### src/rtl/blob_pkg.sv
// Shared encodings for the blob centroid tracker: colour modes, FSM states and marker colour.
package blob_pkg;

    localparam logic [1:0] MODE_LUMA  = 2'd0;
    localparam logic [1:0] MODE_RED   = 2'd1;
    localparam logic [1:0] MODE_GREEN = 2'd2;
    localparam logic [1:0] MODE_BLUE  = 2'd3;

    typedef enum logic [1:0] {
        ST_IDLE   = 2'd0,
        ST_DIV_X  = 2'd1,
        ST_DIV_Y  = 2'd2,
        ST_UPDATE = 2'd3
    } state_e;

    localparam logic [23:0] MARK_DEFAULT = 24'h00FF00;

endpackage

### src/rtl/seq_divider.sv
// Restoring divider, one quotient bit per cycle. nbits selects how many low dividend bits
// take part, so the same instance can serve dividends of different widths. done is high
// during the last step and quotient carries that step's result combinationally.
module seq_divider #(
    parameter int W    = 29,
    parameter int DW   = 19,
    parameter int QW   = 10,
    parameter int CNTW = $clog2(W + 1)
) (
    input  logic            clk,
    input  logic            reset,
    input  logic            start,
    input  logic [W-1:0]    dividend,
    input  logic [DW-1:0]   divisor,
    input  logic [CNTW-1:0] nbits,
    output logic            done,
    output logic [QW-1:0]   quotient
);

    logic [DW:0]     rem_q, rem_d, rem_step_s;
    logic [W-1:0]    quo_q, quo_d, quo_step_s;
    logic [DW+1:0]   shifted_s, diff_s;
    logic [CNTW-1:0] cnt_q, cnt_d, shamt_s;

    assign shamt_s  = CNTW'(W) - nbits;
    assign done     = (cnt_q == CNTW'(1));
    assign quotient = quo_step_s[QW-1:0];

    // One restoring step: shift in the next dividend bit and subtract if it fits
    always_comb begin
        shifted_s = {rem_q, quo_q[W-1]};
        diff_s    = shifted_s - {2'b00, divisor};
        if (diff_s[DW+1]) begin
            rem_step_s = shifted_s[DW:0];
            quo_step_s = {quo_q[W-2:0], 1'b0};
        end else begin
            rem_step_s = diff_s[DW:0];
            quo_step_s = {quo_q[W-2:0], 1'b1};
        end
    end

    // Load on start (dividend left-aligned), otherwise iterate until the count runs out
    always_comb begin
        rem_d = rem_q;
        quo_d = quo_q;
        cnt_d = cnt_q;
        if (start) begin
            rem_d = '0;
            quo_d = dividend << shamt_s;
            cnt_d = nbits;
        end else if (cnt_q != '0) begin
            rem_d = rem_step_s;
            quo_d = quo_step_s;
            cnt_d = cnt_q - CNTW'(1);
        end else begin
            cnt_d = cnt_q;
        end
    end

    // Divider state registers; reset aborts any running division
    always_ff @(posedge clk) begin
        if (reset) begin
            rem_q <= '0;
            quo_q <= '0;
            cnt_q <= '0;
        end else begin
            rem_q <= rem_d;
            quo_q <= quo_d;
            cnt_q <= cnt_d;
        end
    end

endmodule

### src/rtl/blob_centroid_tracker.sv
// Colour-blob tracker: classifies pixels, accumulates hit coordinates per frame, divides at
// frame end to find the centroid and overlays a crosshair on the outgoing video.
module blob_centroid_tracker
    import blob_pkg::*;
#(
    parameter int CW       = 8,
    parameter int H_ACTIVE = 640,
    parameter int V_ACTIVE = 480,
    parameter int XW       = 10,
    parameter int YW       = 9,
    parameter int NW       = 19,
    parameter int ARM      = 8,
    parameter logic [3*CW-1:0] MARK_RGB = (3*CW)'(MARK_DEFAULT)
) (
    input  logic            ball_clock,
    input  logic            reset,
    input  logic [3*CW-1:0] video_in,
    input  logic            h_sync,
    input  logic            v_sync,
    input  logic [1:0]      mode,
    input  logic [CW-1:0]   threshold,
    input  logic [NW-1:0]   min_count,
    input  logic            overlay_en,
    input  logic            vid_select,
    output logic [3*CW-1:0] video_out,
    output logic            de_out,
    output logic [XW-1:0]   center_x,
    output logic [YW-1:0]   center_y,
    output logic            obj_present,
    output logic            center_valid,
    output logic            busy
);

    localparam int SXW  = XW + NW;
    localparam int SYW  = YW + NW;
    localparam int CNTW = $clog2(SXW + 1);

    logic            de_s, h_fall_s, v_rise_s, frame_end_s, hit_s, acc_en_s, cross_s;
    logic            skip_s, div_start_s, div_done_s;
    logic [CW-1:0]   r_s, g_s, b_s;
    logic [CW+1:0]   luma_s;
    logic [XW-1:0]   dx_s, quot_s;
    logic [YW-1:0]   dy_s;
    logic [NW-1:0]   min_eff_s;
    logic [SXW-1:0]  dividend_s;
    logic [CNTW-1:0] nbits_s;

    logic [XW-1:0]   x_q, x_d;
    logic [YW-1:0]   y_q, y_d;
    logic            h_sync_q, h_sync_d, v_sync_q, v_sync_d, armed_q, armed_d;
    logic [SXW-1:0]  sum_x_q, sum_x_d;
    logic [SYW-1:0]  sum_y_q, sum_y_d;
    logic [NW-1:0]   n_q, n_d;
    logic [3*CW-1:0] video_q, video_d;
    logic            de_q, de_d;

    state_e          state_q;
    logic [SYW-1:0]  sum_y_snap_q;
    logic [NW-1:0]   n_snap_q;
    logic [XW-1:0]   cx_div_q, center_x_q;
    logic [YW-1:0]   cy_div_q, center_y_q;
    logic            obj_q, cv_q, busy_q;

    assign de_s        = h_sync & v_sync;
    assign h_fall_s    = h_sync_q & ~h_sync;
    assign v_rise_s    = ~v_sync_q & v_sync;
    assign frame_end_s = v_sync_q & ~v_sync & armed_q;

    // Sync edge history, pixel coordinates and the post-reset arming flag
    always_comb begin
        h_sync_d = h_sync;
        v_sync_d = v_sync;
        armed_d  = armed_q | v_rise_s;
        if (!h_sync) begin
            x_d = '0;
        end else if (de_s) begin
            x_d = x_q + XW'(1);
        end else begin
            x_d = x_q;
        end
        if (!v_sync) begin
            y_d = '0;
        end else if (h_fall_s) begin
            y_d = y_q + YW'(1);
        end else begin
            y_d = y_q;
        end
    end

    // Pixel classifier against the live mode and threshold
    always_comb begin
        r_s    = video_in[3*CW-1:2*CW];
        g_s    = video_in[2*CW-1:CW];
        b_s    = video_in[CW-1:0];
        luma_s = ({2'b00, r_s} + {1'b0, g_s, 1'b0} + {2'b00, b_s}) >> 2'd2;
        case (mode)
            MODE_LUMA:  hit_s = (luma_s >= {2'b00, threshold});
            MODE_RED:   hit_s = (r_s >= threshold) && (r_s > g_s) && (r_s > b_s);
            MODE_GREEN: hit_s = (g_s >= threshold) && (g_s > r_s) && (g_s > b_s);
            MODE_BLUE:  hit_s = (b_s >= threshold) && (b_s > r_s) && (b_s > g_s);
            default:    hit_s = 1'b0;
        endcase
    end

    // Per-frame accumulators; frame end clears them in the same cycle it snapshots them
    always_comb begin
        acc_en_s = de_s & (armed_q | v_rise_s) & hit_s
                   & (int'(x_q) < H_ACTIVE) & (int'(y_q) < V_ACTIVE);
        if (frame_end_s) begin
            sum_x_d = '0;
            sum_y_d = '0;
            n_d     = '0;
        end else if (acc_en_s) begin
            sum_x_d = sum_x_q + SXW'(x_q);
            sum_y_d = sum_y_q + SYW'(y_q);
            n_d     = n_q + NW'(1);
        end else begin
            sum_x_d = sum_x_q;
            sum_y_d = sum_y_q;
            n_d     = n_q;
        end
    end

    // Output pixel: mask or camera, crosshair overlay, blanked outside the active area
    always_comb begin
        dx_s    = (x_q >= center_x_q) ? (x_q - center_x_q) : (center_x_q - x_q);
        dy_s    = (y_q >= center_y_q) ? (y_q - center_y_q) : (center_y_q - y_q);
        cross_s = ((x_q == center_x_q) && (int'(dy_s) <= ARM)) ||
                  ((y_q == center_y_q) && (int'(dx_s) <= ARM));
        de_d    = de_s;
        if (!de_s) begin
            video_d = '0;
        end else if (overlay_en && obj_q && cross_s) begin
            video_d = MARK_RGB;
        end else if (vid_select) begin
            video_d = {(3*CW){hit_s}};
        end else begin
            video_d = video_in;
        end
    end

    // Datapath registers
    always_ff @(posedge ball_clock) begin
        if (reset) begin
            x_q      <= '0;
            y_q      <= '0;
            h_sync_q <= 1'b0;
            v_sync_q <= 1'b1;
            armed_q  <= 1'b0;
            sum_x_q  <= '0;
            sum_y_q  <= '0;
            n_q      <= '0;
            video_q  <= '0;
            de_q     <= 1'b0;
        end else begin
            x_q      <= x_d;
            y_q      <= y_d;
            h_sync_q <= h_sync_d;
            v_sync_q <= v_sync_d;
            armed_q  <= armed_d;
            sum_x_q  <= sum_x_d;
            sum_y_q  <= sum_y_d;
            n_q      <= n_d;
            video_q  <= video_d;
            de_q     <= de_d;
        end
    end

    // Divider control: X division starts at frame end, Y division chains off X completion
    always_comb begin
        min_eff_s   = (min_count == '0) ? NW'(1) : min_count;
        skip_s      = (n_q < min_eff_s);
        div_start_s = ((state_q == ST_IDLE) && frame_end_s && !skip_s) ||
                      ((state_q == ST_DIV_X) && div_done_s);
        if (state_q == ST_IDLE) begin
            dividend_s = sum_x_q;
            nbits_s    = CNTW'(SXW);
        end else begin
            dividend_s = SXW'(sum_y_snap_q);
            nbits_s    = CNTW'(SYW);
        end
    end

    seq_divider #(
        .W    (SXW),
        .DW   (NW),
        .QW   (XW),
        .CNTW (CNTW)
    ) u_div (
        .clk      (ball_clock),
        .reset    (reset),
        .start    (div_start_s),
        .dividend (dividend_s),
        .divisor  (n_snap_q),
        .nbits    (nbits_s),
        .done     (div_done_s),
        .quotient (quot_s)
    );

    // Centroid FSM with registered report outputs; frame ends while not idle are dropped
    always_ff @(posedge ball_clock) begin
        if (reset) begin
            state_q      <= ST_IDLE;
            sum_y_snap_q <= '0;
            n_snap_q     <= '0;
            cx_div_q     <= '0;
            cy_div_q     <= '0;
            center_x_q   <= '0;
            center_y_q   <= '0;
            obj_q        <= 1'b0;
            cv_q         <= 1'b0;
            busy_q       <= 1'b0;
        end else begin
            cv_q <= 1'b0;
            case (state_q)
                ST_IDLE: begin
                    if (frame_end_s && skip_s) begin
                        cv_q  <= 1'b1;
                        obj_q <= 1'b0;
                    end else if (frame_end_s) begin
                        sum_y_snap_q <= sum_y_q;
                        n_snap_q     <= n_q;
                        busy_q       <= 1'b1;
                        state_q      <= ST_DIV_X;
                    end
                end
                ST_DIV_X: begin
                    if (div_done_s) begin
                        cx_div_q <= quot_s;
                        state_q  <= ST_DIV_Y;
                    end
                end
                ST_DIV_Y: begin
                    if (div_done_s) begin
                        cy_div_q <= (|quot_s[XW-1:YW]) ? '1 : quot_s[YW-1:0];
                        busy_q   <= 1'b0;
                        state_q  <= ST_UPDATE;
                    end
                end
                ST_UPDATE: begin
                    center_x_q <= cx_div_q;
                    center_y_q <= cy_div_q;
                    obj_q      <= 1'b1;
                    cv_q       <= 1'b1;
                    state_q    <= ST_IDLE;
                end
                default: begin
                    busy_q  <= 1'b0;
                    state_q <= ST_IDLE;
                end
            endcase
        end
    end

    assign video_out    = video_q;
    assign de_out       = de_q;
    assign center_x     = center_x_q;
    assign center_y     = center_y_q;
    assign obj_present  = obj_q;
    assign center_valid = cv_q;
    assign busy         = busy_q;

endmodule

### config.mk
export PLATFORM = sky130hd
export DESIGN_NAME = blob_centroid_tracker
export DESIGN_NICKNAME = d
export VERILOG_FILES = /design/src/rtl/blob_pkg.sv /design/src/rtl/seq_divider.sv /design/src/rtl/blob_centroid_tracker.sv
export SDC_FILE = /design/constraint.sdc
export NUM_CORES = 1
export LEC_CHECK = 0
export CAP_MARGIN = 10
export CORE_MARGIN = 1
export CORE_UTILIZATION = 60
export DETAILED_ROUTE_END_ITERATION = 7
export DONT_BUFFER_PORTS = 1
export PLACE_DENSITY_LB_ADDON = 0.1
export SYNTH_ARGS = -nofsm -noshare
export SYNTH_HDL_FRONTEND = slang
export SYNTH_SLANG_ARGS = --single-unit
### constraint.sdc
create_clock -name ball_clock -period 6.3 [get_ports ball_clock]
set_input_delay 0.63 -clock ball_clock [delete_from_list [all_inputs] [get_ports ball_clock]]
set_output_delay 0.63 -clock ball_clock [all_outputs]
set_load 0.02 [all_outputs]
## Yosys cells after proc, flatten, opt, wreduce, memory -nomap -nowiden

Cells that the tools add are included.
W data, S select, Z words.

- Bits in registers: 267
- Input port bits: 59
- Output and inout bits: 47
- Logic and storage cells: 149

- $add $sub $neg: 14
- Magnitude comparators: 17
- Equal/unequal tests: 14
- Shift-type cells: 1
- Multiplexer cells: 28
- Bitwise operators: 15
- Reduce and logical (&&, ||, !) cells: 36

Operator list:

| kind | count |
|---|---|
| $mux W29 | 3 |
| $gt A8 B8 Y1 | 6 |
| $ge A8 B8 Y1 | 4 |
| $add A29 B10 Y29 | 1 |
| $shl A29 B5 Y29 | 1 |
| $add A28 B9 Y28 | 1 |
| $mux W24 | 1 |
| $sub A21 B19 Y21 | 1 |
| $mux W20 | 1 |
| $sub A10 B10 Y10 | 2 |
| $add A19 B1 Y19 const B | 1 |
| $logic_not A19 Y1 | 1 |
| $lt A19 B19 Y1 | 1 |
| $mux W19 | 1 |
| $mux W9 | 2 |
| $sub A9 B9 Y9 | 2 |
| $mux W16 | 1 |
| $logic_and A1 B1 Y1 | 14 |
| $add A10 B1 Y10 const B | 1 |
| $add A10 B8 Y10 | 1 |
| $add A8 B9 Y10 | 1 |
| $eq A10 B10 Y1 | 1 |
| $ge A10 B10 Y1 | 1 |
| $le A10 B4 Y1 const B | 1 |
| other kinds (33) | 75 |

## Depth between registers and ports, before layout

- Depth after elaboration: 7
- Gate-level depth with buffers: 26

## Cells and area by module

Synthesis repeated with hierarchy kept, for this count alone.

- Cells, all modules: 2264
- Area, all modules: 18492.7 um2

By module, submodules not included:

| module | instances | cells an instance | area each (um2) | sequential area each (um2) |
|---|---|---|---|---|
| blob_centroid_tracker | 1 | 1604 | 13474.2 | 4264.1 |
| seq_divider | 1 | 660 | 5018.6 | 1081.0 |

## Worst setup path before layout

OpenSTA, ideal clock, no wires.

- Path kind: input-to-reg
- From: input video_in[1]
- To: register sum_x_q[22]
- Setup time: 0.115 ns
- Arrival: 4.549 ns
- Required time: 6.185 ns
- Path slack: 1.637 ns
- Stages: 22
- Cells stage by stage: inv_1 -> fa_1 -> nor2b_1 -> fa_1 -> nand2_1 -> nand2_1 -> a21oi_1 -> o21bai_1 -> a21oi_1 -> nor2b_1 -> o21ai_0 -> nand2b_1 -> ha_1 -> o2111a_1 -> nand2_1 -> o211ai_1 -> a311oi_1 -> a311o_1 -> or3_1 -> buf_2 -> o31a_1 -> o21a_1

- Longest elaborated chain between the ends: 7

RTL lines:

| item | line | RTL |
|---|---|---|
| start, declared | blob_centroid_tracker.sv:17 | `input logic [3*CW-1:0] video_in,` |
| branches (longest 3 deep; another with $add A10 B8 Y10) | n/a |  |
| $pmux W1 S4 * | blob_centroid_tracker.sv:96 | `case (mode)` |
| $and A1 B1 Y1 * | blob_centroid_tracker.sv:107 | `acc_en_s = de_s & (armed_q \| v_rise_s) & hit_s` |
| $and A1 B1 Y1 * (2 in a row) | blob_centroid_tracker.sv:108 | `& (int'(x_q) < H_ACTIVE) & (int'(y_q) < V_ACTIVE);` |
| end signal, assigned | blob_centroid_tracker.sv:161 | `sum_x_q <= sum_x_d;` |
| end, declared | blob_centroid_tracker.sv:51 | `logic [SXW-1:0] sum_x_q, sum_x_d;` |

Mark *: on every way between the ends.
A chain may end at the register's enable or synchronous reset.

## Worst setup path in the final report

- From: input video_in[8]
- To: register video_q[13], in the netlist video_out[13]

- Longest elaborated chain between the ends: 6

RTL lines:

| item | line | RTL |
|---|---|---|
| $add A8 B9 Y10 (tied with other cells) | blob_centroid_tracker.sv:95 | `luma_s = ({2'b00, r_s} + {1'b0, g_s, 1'b0} + {2'b00, b_s}) >> 2'd2;` |
| $add A10 B8 Y10 (tied with other cells) | blob_centroid_tracker.sv:95 |  |
| $ge A8 B8 Y1 (tied with other cells) | blob_centroid_tracker.sv:97 | `MODE_LUMA: hit_s = (luma_s >= {2'b00, threshold});` |
| $pmux W1 S4 * | blob_centroid_tracker.sv:96 |  |
| $mux W24 * | blob_centroid_tracker.sv:135 | `end else if (vid_select) begin` |
| $mux W16 * | blob_centroid_tracker.sv:133 | `end else if (overlay_en && obj_q && cross_s) begin` |
| end signal, assigned | blob_centroid_tracker.sv:164 | `video_q <= video_d;` |
| end, declared | blob_centroid_tracker.sv:54 | `logic [3*CW-1:0] video_q, video_d;` |

Mark *: on every way between the ends. The rest lies on a longest branch, timed or not.

==> results.json <==
{
  "cts_tree": "yes",
  "rows": 60,
  "insertion_delay_ns": 0.57,
  "fin_crit_ns": 5.199,
  "area_growth_pct": 7.601,
  "postSynthCellCount": 2010,
  "clock.fmax_mhz": 192.4,
  "place.gp.congestion": 0.9450,
  "coreArea_um2": 26800,
  "clockBufferDepth": 3,
  "start_kind": "input port",
  "place_area_um2": 16510,
  "fp.dieW_um": 167.0,
  "synth_top_family_by_area": "simple AND/OR/NAND/NOR gates",
  "clock_skew_ns": 0.02309,
  "grt_pass1_wl_mm": 65.66,
  "whs_ns": 0.1379,
  "setup_ws_ns": 1.101,
  "wl_per_cell_um": 17.09,
  "drv_cap": 0,
  "gr-total-overflow": 0,
  "cts_setup_buffers": 0,
  "cts-buffers-inserted": 29,
  "syn-num-nets": 2245,
  "place_inst": 2268,
  "ctsHtreeMaxLevel": 1,
  "fin_crit_sh": 0.8252,
  "relSlewSlack": 0.3346,
  "grt_use_met3": 0.03565,
  "yosys_warnings": 0,
  "holdCritPathClass": "input port to flip-flop",
  "dieHeight_um": 167.0,
  "finalSetupTns_ns": 0,
  "grtUsageMet2": 0.4808,
  "synth_mux_area_frac": 0.04436,
  "initial_core_util": 0.6093,
  "grt_busiest_layer": "met2",
  "async_flop_share": 0,
  "numClockSinks": 267,
  "grt_use_total": 0.2827,
  "slowest_stage": "fa_1",
  "antenna_found_initial": 0,
  "fin_nets": 2193,
  "rsz0062_at_grt": "no",
  "synth_area_um2": 16330,
  "grt_pass1_vias": 13136,
  "holdBufCountCts": 0,
  "num_antenna_cells": 0,
  "drcViolationCount": 0,
  "ant_nets": 0,
  "synth_compound_area_frac": 0.1717,
  "grt_util_met1": 0.3777,
  "layout-drive-gt1-share": 0.04543,
  "vias": 13770,
  "p_total_mw": 5.193,
  "grt_max_degree": 134,
  "final_util": 0.6556,
  "synthAdderAreaFrac": 0.1399,
  "synth_xor_area_frac": 0.05364,
  "drt_first_pass_iters": 7,
  "cts-root-buf": "clkbuf_16",
  "peakVddDrop_v": 0.0002105,
  "synth.avg_cell_area_um2": 8.124,
  "dp_hpwl_mm": 28.30,
  "synthFlopType": "dfxtp_1",
  "pre_cts_slack_ns": 0.6300,
  "wirelength_mm": 39.69,
  "worstSetupPathType": "input port to flip-flop",
  "required_ns": 6.71,
  "ys_seq_area_frac": 0.3273,
  "final-hold-violation-count": 0,
  "crit_arrival_ns": 5.61,
  "setup_viol": 0,
  "status": "complete, no violations",
  "pwr_density_cell_nw_per_um2": 295.5,
  "cp-end-kind": "flip-flop",
  "dieArea_um2": 27880,
  "crit_chain": "inv_1, fa_1, nor2b_1, fa_1, nand2_1, nand2_1, a21oi_1, o21bai_1, a21oi_1, nor2b_1, o21ai_0, nand2b_1, ha_1, nor2b_1, o21ai_0, o211ai_1, a311oi_1, a311o_2, buf_4, or2_2, nor3b_2, a21oi_1",
  "place.port_buffers": 0,
  "cts_resized": 0,
  "leakagePower_nw": 6.964,
  "dr.first_iter.drc_count": 902,
  "drt-vias-per-instance": 5.930,
  "clkTransAtPathRegs_ns": 0.06,
  "synthSimpleGateAreaFrac": 0.2073,
  "worstPathMaxFanout": 33,
  "worstMarginPinSlew_ns": 0.9970,
  "final_cells": 2322,
  "ys_seq_elements": 267,
  "final-max-slew-violation-count": 0,
  "fillers": 2345,
  "cpPeakStageDelay_ns": 0.54,
  "final_cell_area_um2": 17570,
  "synthDistinctLibCells": 70,
  "synth_edf_count": 0,
  "ios": 106
}
layout make-up:
| cell class | instances | area [um2] | share of cell area |
|---|---|---|---|
| clock buffer | 42 | 874.6 | 0.04978 |
| clock inverter | 12 | 186.4 | 0.01061 |
| inverter | 141 | 529.3 | 0.03012 |
| multi-input combinational | 1506 | 10110 | 0.5754 |
| sequential | 267 | 5345 | 0.3042 |
| tap | 341 | 426.7 | 0.02428 |
| timing repair buffer | 13 | 97.59 | 0.005554 |
path summary, 6_finish.rpt:
path / from / endpoint / slack [ns] / cells past startpoint
worst min register to register: sum_y_snap_q[16] / sum_y_snap_q[16] / 0.45 / 2
worst min-delay path: reset / sum_y_snap_q[21] / 0.14 / 1
worst max register to register: u_div.quo_q[28] / u_div.rem_q[9] / 2.29 / 13
worst max-delay path: video_in[8] / video_out[13] / 1.10 / 22
synthesized netlist by cell type (all sizes together) (9+ instances only):
cell type	count	area, um2
or3	11	68.82
inv	141	529.3
o21bai	10	75.07
nand3	42	210.2
ha	165	2064
o31a	9	78.83
nor2b	23	143.9
nor4b	9	93.84
a21oi	184	920.9
nand4	27	168.9
dfxtp	267	5345
xnor2	87	762.0
or2	9	56.31
a211oi	83	623.1
o21ai	43	215.2
a21o	20	150.1
and2	31	193.9
nor2	174	653.1
o211ai	13	97.59
o21a	13	97.59
nand2b	14	87.58
a31oi	11	68.82
nand2	255	957.2
mux2i	69	690.7
clkbuf	74	279.0
buf	22	101.4
and3	18	112.6
nor4	37	237.7
fa	11	220.2
nor3	46	230.2
xor2	13	113.9
state kept, by name (all words and copies together), names as in the netlist, 5 cells and up:
name          flops
center_x         10
x_q              10
sum_y_q          28
sum_y_snap_q     28
y_q               9
cy_div_q          9
n_q              19
sum_x_q          29
u_div.quo_q      29
center_y          9
u_div.rem_q      20
cx_div_q         10
u_div.cnt_q       5
video_out        24
n_snap_q         19
layer usage:
metal	wire length, um	share of wire	vias to the layer above
li1	-	-	6942
met1	18840	0.47	6466
met2	18360	0.46	305
met3	1685	0.042	57
met4	805	0.020	0
met5	0	0	-
worst max-delay path: cells and delay by family:
family                     cells  cell delay, ns
and+or+nand+nor                8            1.38
adders and majority gates      3            1.24
buffers and inverters          2            0.51
AOI/OAI and AO/OA              9            1.81
cell families after synthesis:
group / Yosys count
xor+xnor: 100
flops: 267
mux: 72
simple gates: 717
buf+inv: 237
fa+ha+maj: 176
compound gates: 441
power by group:
part | switching [mW] | internal [mW]
Clock | 0.710 | 1.13
Sequential | 0.0749 | 1.78
Combinational | 0.887 | 0.612
cells in the final DEF (no fill, tap or decap), types with 13 or more instances in the layout:
master / netlist / layout
and2_1: 31 / 31
mux2i_1: 69 / 69
nor2b_1: 23 / 23
nor3_1: 46 / 46
ha_1: 165 / 164
nor4_1: 36 / 36
dfxtp_1: 267 / 267
nand2b_1: 14 / 14
xor2_1: 13 / 13
a21o_1: 20 / 20
nor2_1: 174 / 173
nand2_1: 255 / 253
o211ai_1: 13 / 13
a211oi_1: 83 / 83
clkbuf_16: 0 / 29
buf_4: 1 / 13
xnor2_1: 87 / 87
nand3_1: 42 / 41
o21ai_0: 42 / 42
o21a_1: 13 / 13
nand4_1: 27 / 27
a21oi_1: 184 / 184
and3_1: 18 / 18
inv_1: 141 / 141
(Power assumes the default switching activity.)
